===== src/rtl/i2s_play_buffer.sv =====
// Ping-pong sample buffer feeding the I2S playback serializer; banks swap on read-address wrap.
// Latency: word_data is 1 clk after addr; writes land in the fill bank on the handshake cycle.
// Backpressure: wr_ready drops once the fill bank holds DEPTH samples, until the next swap.
// Optional build macro PLAY_BUF_MUTE_ON_UNDERRUN_EN: zero the output during an underrun frame.
module i2s_play_buffer #(
    parameter int DATA_W = 16,
    parameter int DEPTH  = 32,
    parameter int ADDR_W = 5
) (
    input  logic              clk,
    input  logic              reset_n,
    input  logic [DATA_W-1:0] wr_data,
    input  logic              wr_valid,
    output logic              wr_ready,
    input  logic [ADDR_W-1:0] addr,
    output logic [DATA_W-1:0] word_data,
    output logic              bank_sel,
    output logic              frame_done,
    output logic              underrun,
    input  logic              underrun_clr
);

    typedef enum logic {
        FILL = 1'b0,
        FULL = 1'b1
    } wr_state_t;

    localparam logic [ADDR_W-1:0] LAST_ADDR = ADDR_W'(DEPTH - 1);

    // Both banks in one array; the bank bit is the MSB of the index.
    logic [DATA_W-1:0] mem [2*DEPTH];

    wr_state_t         state;
    logic [ADDR_W-1:0] wr_cnt;
    logic [ADDR_W-1:0] addr_q;
    logic              primed;
    logic              wr_hs;
    logic              wrap;
    logic              swap;

`ifdef PLAY_BUF_MUTE_ON_UNDERRUN_EN
    logic              mute;
`endif

    assign wr_hs = wr_valid & wr_ready;
    // Only a clean DEPTH-1 -> 0 step counts as a frame boundary.
    assign wrap  = (addr_q == LAST_ADDR) && (addr == '0);
    // Swap decision uses the registered state, so a write completing the bank on
    // the wrap cycle itself is too late and becomes an underrun.
    assign swap  = wrap && (state == FULL);

    // Fill-bank write port (storage is intentionally not reset)
    always_ff @(posedge clk) begin
        if (wr_hs) begin
            mem[{~bank_sel, wr_cnt}] <= wr_data;
        end
    end

    // Write FSM: accept DEPTH samples, then hold off the producer until the banks swap
    always_ff @(posedge clk or negedge reset_n) begin
        if (!reset_n) begin
            state    <= FILL;
            wr_ready <= 1'b1;
            wr_cnt   <= '0;
        end else if (swap) begin
            state    <= FILL;
            wr_ready <= 1'b1;
            wr_cnt   <= '0;
        end else if (wr_hs) begin
            wr_cnt <= wr_cnt + ADDR_W'(1);
            if (wr_cnt == LAST_ADDR) begin
                state    <= FULL;
                wr_ready <= 1'b0;
            end
        end
    end

    // Frame boundary tracking: bank swap, frame pulse and sticky underrun (set beats clear)
    always_ff @(posedge clk or negedge reset_n) begin
        if (!reset_n) begin
            addr_q     <= '0;
            bank_sel   <= 1'b0;
            primed     <= 1'b0;
            frame_done <= 1'b0;
            underrun   <= 1'b0;
        end else begin
            addr_q     <= addr;
            frame_done <= wrap;
            if (swap) begin
                bank_sel <= ~bank_sel;
                primed   <= 1'b1;
            end
            if (wrap && !swap) begin
                underrun <= 1'b1;
            end else if (underrun_clr) begin
                underrun <= 1'b0;
            end
        end
    end

`ifdef PLAY_BUF_MUTE_ON_UNDERRUN_EN
    // Mute from an underrun boundary until the next successful swap
    always_ff @(posedge clk or negedge reset_n) begin
        if (!reset_n) begin
            mute <= 1'b0;
        end else if (swap) begin
            mute <= 1'b0;
        end else if (wrap) begin
            mute <= 1'b1;
        end
    end
`endif

    // Registered read of the play bank; uses pre-swap bank_sel on a swap cycle
    always_ff @(posedge clk or negedge reset_n) begin
        if (!reset_n) begin
            word_data <= '0;
`ifdef PLAY_BUF_MUTE_ON_UNDERRUN_EN
        end else if (!primed || mute) begin
`else
        end else if (!primed) begin
`endif
            word_data <= '0;
        end else begin
            word_data <= mem[{bank_sel, addr}];
        end
    end

endmodule


===== config.mk =====
export PLATFORM = sky130hd
export DESIGN_NAME = i2s_play_buffer
export DESIGN_NICKNAME = d
export VERILOG_FILES = /design/src/rtl/i2s_play_buffer.sv
export SDC_FILE = /design/constraint.sdc
export NUM_CORES = 1
export LEC_CHECK = 0
export CORE_ASPECT_RATIO = 1.5
export CORE_MARGIN = 3
export CORE_UTILIZATION = 62
export CTS_BUF_LIST = sky130_fd_sc_hd__clkbuf_8 sky130_fd_sc_hd__clkbuf_16
export DETAILED_ROUTE_END_ITERATION = 10
export PLACE_DENSITY = 0.75
export SETUP_SLACK_MARGIN = 0.1
export SLEW_MARGIN = 20
export SYNTH_ARGS = -nofsm -noshare
export SYNTH_HDL_FRONTEND = slang
export SYNTH_SLANG_ARGS = --single-unit
export TNS_END_PERCENT = 20

===== constraint.sdc =====
create_clock -name clk -period 2.8 [get_ports clk]
set_input_delay 0.28 -clock clk [delete_from_list [all_inputs] [get_ports clk]]
set_output_delay 0.28 -clock clk [all_outputs]
set_load 0.01 [all_outputs]

### Word-level counts from Yosys, hierarchy flattened

Memories as Yosys holds them, arrays and structs flattened.
Cells that the tools add are included.

| word-level totals | value |
|---|---|
| register bits | 32 |
| logic and storage cells | 37 |
| output and inout bits | 20 |
| RAM bits | 1024 |
| bits of input ports | 25 |
| memories | 1 |

| operators by class | value |
|---|---|
| add/subtract/negate cells | 1 |
| bitwise gates (word level) | 2 |
| mux-type cells | 13 |
| reductions and logical operators | 9 |
| equality and inequality tests | 2 |

Memory list:

| memory | words | width | rd ports | clocked after Yosys merged registers in | write ports | line | text |
|---|---|---|---|---|---|---|---|
| mem | 64 | 16 | 1 | 0 | 1 | 31 | `logic [DATA_W-1:0] mem [2*DEPTH];` |

Operators with widths:

| kind | count |
|---|---|
| $mux W16 | 1 |
| $eq A5 B5 Y1 const B | 2 |
| $mux W1 | 10 |
| $mux W5 | 2 |
| $reduce_bool A2 Y1 | 3 |
| $add A5 B1 Y5 const B | 1 |
| $logic_not A5 Y1 | 1 |
| $logic_and A1 B1 Y1 | 3 |
| $reduce_and A2 Y1 | 1 |
| $and A1 B1 Y1 | 1 |
| $logic_not A1 Y1 | 1 |
| $not A1 Y1 | 1 |

### Depth between registers and ports, before layout

| logic depth | value |
|---|---|
| depth after elaboration | 6 |
| mapped depth | 10 |
| gate-level depth less buffers | 5 |

### Least setup slack after synthesis

OpenSTA, ideal clock, no wires.

| timing path | value |
|---|---|
| path kind | flip-flop to flip-flop |
| start point | register wr_ready |
| end point | memory mem[48][0], enable pin |
| arrival time | 2245 ps |
| setup time | 409 ps |
| stages on the path, launching flop included | 5 |
| period minus slack after synthesis | 2655 ps |
| path slack | 145 ps |
| path buffers | 0 |
| data required time | 2391 ps |
| cell sequence | dfstp_2 > nand2_1 > nor2_1 > nand3_1 > nor3_1 |

| between the ends | value |
|---|---|
| longest elaborated chain between the ends | 3 |

RTL lines:

| item | line | text |
|---|---|---|
| from (decl) | 14 | `output logic wr_ready,` |
| from (signal assigned) | 63 | `wr_ready <= 1'b1;` |
| from (signal assigned) | 67 | `wr_ready <= 1'b1;` |
| from (signal assigned) | 73 | `wr_ready <= 1'b0;` |
| $and A1 B1 Y1 | 45 | `assign wr_hs = wr_valid & wr_ready;` |
| $mux W1 | 54 | `if (wr_hs) begin` |
| $mux W1 (implied by the code) | 55 | `mem[{~bank_sel, wr_cnt}] <= wr_data;` |
| to (decl) | 31 |  |

Every way passes these cells.

### Worst setup path after layout

| timing path | value |
|---|---|
| start point | memory mem[14][3] |
| end point | register word_data[3] |

| between the ends | value |
|---|---|
| longest elaborated chain between the ends | 2 |

RTL lines:

| item | line | text |
|---|---|---|
| $mem_v2 Z64 W16 | n/a |  |
| $mux W16 | 121 | `end else if (!primed) begin` |
| to (signal assigned) | 125 | `word_data <= mem[{bank_sel, addr}];` |
| to (decl) | 16 | `output logic [DATA_W-1:0] word_data,` |

Every way passes these cells.
A chain may end at the register's enable or synchronous reset.

==> impl_metrics.tcl <==
set metrics [dict create \
    setup_viol 0 \
    final_nets 2139 \
    final_worst_path_setup_slack_ns 0.291 \
    timing.critical_path.from_type "flop" \
    ys_ff_latch 1056 \
    post_cts_resize_count 0 \
    clkTransAtPathRegs_ns 0.07 \
    layout_commonest_cell "sky130_fd_sc_hd__edfxtp_1" \
    post-route-drc-count 0 \
    period_minus_slack_ns 2.51 \
    ctsHtreeMaxLevel 3 \
    number_of_vias_in_the_routed_layout 20500 \
    tritoncts "done" \
    cp_data_arrival_time_ns 2.99 \
    totalWireLength_mm 98.7 \
    grt_max_degree 67 \
    number_of_global_route_vias_before_repair 21000 \
    die-area_um2 68400 \
    worst_pin_slew_ns 1.10 \
    detail-route-antenna-nets 0 \
    peakVddDrop_v 0.000479 \
    drt_pre_antenna_iters 5 \
    register_area_um2 31600 \
    dieHeight_um 319 \
    ys_warn_count 0 \
    max_cap_viol_count 0 \
    leakage_uw 0.0153 \
    min-delay-path-class "primary input to flop" \
    synthesis.area_um2 40500 \
    io_buffer_count 44 \
    power_density_nw_per_um2 678 \
    multi_input_area_um2 8260 \
    worst_ep_required_time_ns 3.28 \
    synth_sequential_area_ratio 0.780 \
    syn-num-nets 1922 \
    hpwlAfterDp_mm 61.7 \
    areaGrowthSynthToFinish_pct 14.1 \
    postSynthAreaPerCell_um2 21.3 \
    outcome "finished, final reports clean" \
    fp.dieW_um 215 \
    numCtsBuffers 89 \
    path_class "flop to flop" \
    async_reset_ff_frac 0.0303 \
    gr_overflow_total 0 \
    post-place-ws_ns -0.249 \
    final.setup_skew_ns 0.0262 \
    dominantRegCellSynth "sky130_fd_sc_hd__edfxtp_1" \
    drive_gt1_frac 0.256 \
    cts_max_path_bufs 3 \
    synthCells 1895 \
    postCtsSetupRepairBufs 0 \
    grt_setup_unrepaired "false" \
    clock_sink_count 1056 \
    grt_antenna_before_repair 0 \
    timing_hold_violations_final 0 \
    grt.total_usage 0.295 \
    ys_types 52 \
    routabilityCongestion 0.865 \
    slew_viol_final 0 \
    layout_common_cells "sky130_fd_sc_hd__edfxtp_1, sky130_fd_sc_hd__mux4_2, sky130_fd_sc_hd__buf_4" \
    clock_latency_ns 0.66 \
    dr.first_iter.drc_count 2721 \
    final.fill_count 3760 \
    synth-edff-count 1024 \
    wire_length_of_the_first_global_routing_pass_mm 145 \
    core_um2 64500 \
    antenna_cells_inserted 0 \
    max_slew_margin 0.247 \
    layout.core_utilization 0.716 \
    cell_at_the_root_of_the_clock_tree "sky130_fd_sc_hd__clkbuf_16" \
    detail_route.vias_per_cell 6.71 \
    start_util 0.627 \
    max_freq_mhz 399 \
    critical_path_peak_fanout 1 \
    std_cell_rows 114 \
    endpoint_kind_of_the_worst_setup_timing_path "flop" \
    fin_crit_sh 0.896 \
    floorplan.io_pins 45 \
    detail_route.wl_per_cell_um 32.3 \
    final.hold.worst_slack_ns 0.0494 \
]
## final cells by class
class,count,area share
clock buffers,99,0.0527
well taps,870,0.0236
clock inverters,66,0.0116
inverters,3,0.000244
flip-flops and latches,1056,0.684
multi-input cells,722,0.179
repair buffers,240,0.0491
## cells by family (layout without fill, tap and decap cells)
| group | after synthesis | in the layout | share of synthesized area |
|---|---|---|---|
| flip-flops | 1056 | 1056 | 0.780 |
| multiplexers | 351 | 351 | 0.142 |
| AO/OA/AOI/OAI | 229 | 229 | 0.0442 |
| AND/OR/NAND/NOR | 136 | 136 | 0.0155 |
| buffers and inverters | 117 | 408 | 0.0165 |
| XOR/XNOR | 4 | 4 | 0.000866 |
| adder cells (fa/ha/maj) | 2 | 2 | 0.000618 |
## cells in the mapped netlist (4+ instances only)
library cell	count	area (um2)
sky130_fd_sc_hd__edfxtp_1	1024	30700
sky130_fd_sc_hd__mux4_2	178	4010
sky130_fd_sc_hd__mux2i_1	154	1540
sky130_fd_sc_hd__nor2_1	71	267
sky130_fd_sc_hd__clkbuf_1	48	180
sky130_fd_sc_hd__o221ai_1	47	412
sky130_fd_sc_hd__a22oi_1	33	248
sky130_fd_sc_hd__dfrtp_1	31	776
sky130_fd_sc_hd__buf_2	28	140
sky130_fd_sc_hd__a21oi_1	24	120
sky130_fd_sc_hd__a211oi_1	21	158
sky130_fd_sc_hd__nand2_1	21	78.8
sky130_fd_sc_hd__a22o_1	20	175
sky130_fd_sc_hd__mux2_2	19	214
sky130_fd_sc_hd__buf_4	18	135
sky130_fd_sc_hd__buf_6	15	169
sky130_fd_sc_hd__a221oi_1	14	123
sky130_fd_sc_hd__nand3_1	12	60.1
sky130_fd_sc_hd__o22ai_1	12	75.1
sky130_fd_sc_hd__a211o_1	11	96.3
sky130_fd_sc_hd__o31ai_1	9	67.6
sky130_fd_sc_hd__a2111oi_0	7	61.3
sky130_fd_sc_hd__o211a_1	7	70.1
sky130_fd_sc_hd__nor2b_1	6	37.5
sky130_fd_sc_hd__o21ai_0	5	25.0
sky130_fd_sc_hd__and2_1	4	25.0
sky130_fd_sc_hd__buf_1	4	15.0
sky130_fd_sc_hd__nand3b_1	4	30.0
sky130_fd_sc_hd__xor2_1	4	35.0
## stage by stage
stage	power (uW)	TNS (ns)	area [um2]	cells
3_5_place_dp	19200	-0.465	43200	2889
2_1_floorplan	18400	0	40500	1895
4_1_cts	31400	0	46100	3056
6_report	31300	0	46100	3056
5_1_grt	32100	0	46100	3056
3_3_place_gp	19100	-0.130	43200	2889
## timing repair
action	CTS	global route
setup endpoints to repair	0	0
endpoints found under the hold margin	32	0
hold buffers	2	0
## sequential cells by signal, summed over array words and instances, names as in the netlist
name and flops:
mem 1024, addr_q 5, primed 1, wr_ready 1, state 1, wr_cnt 5
underrun 1, word_data 16, bank_sel 1, frame_done 1
## worst paths after layout
path / cells past startpoint / end / from / slack [ns]
worst max-delay path: 5 / word_data[3]$_DFF_PN0_ / mem[14][3]$_DFFE_PP_ / 0.29
worst min-delay path: 1 / mem[13][9]$_DFFE_PP_ / wr_data[9] / 0.05
worst max register to register: 5 / word_data[3]$_DFF_PN0_ / mem[14][3]$_DFFE_PP_ / 0.29
worst min register to register: 1 / primed$_DFFE_PN0N_ / primed$_DFFE_PN0N_ / 0.52
max in group asynchronous: 2 / addr_q[4]$_DFF_PN0_ / reset_n / 1.87
min in group asynchronous: 2 / word_data[13]$_DFF_PN0_ / reset_n / 0.31
## report_power, final
| part | internal, uW | switching [uW] |
|---|---|---|
| Clock | 7060 | 5400 |
| Sequential | 17300 | 0.975 |
| Combinational | 568 | 951 |
## critical path: stages, from the launching register on
cell,delay (ns)
sky130_fd_sc_hd__edfxtp_1,0.36
sky130_fd_sc_hd__mux4_2,0.50
sky130_fd_sc_hd__o211a_1,0.25
sky130_fd_sc_hd__a2111oi_0,0.93
sky130_fd_sc_hd__buf_4,0.24
sky130_fd_sc_hd__o31ai_1,0.07
## metal layers
metal	track usage	routed length [um]
met1	0.383	34200
met5	0	0
met2	0.494	50500
met4	0.140	5390
met3	0.0494	8640
Power figures use the tool's default switching activity.
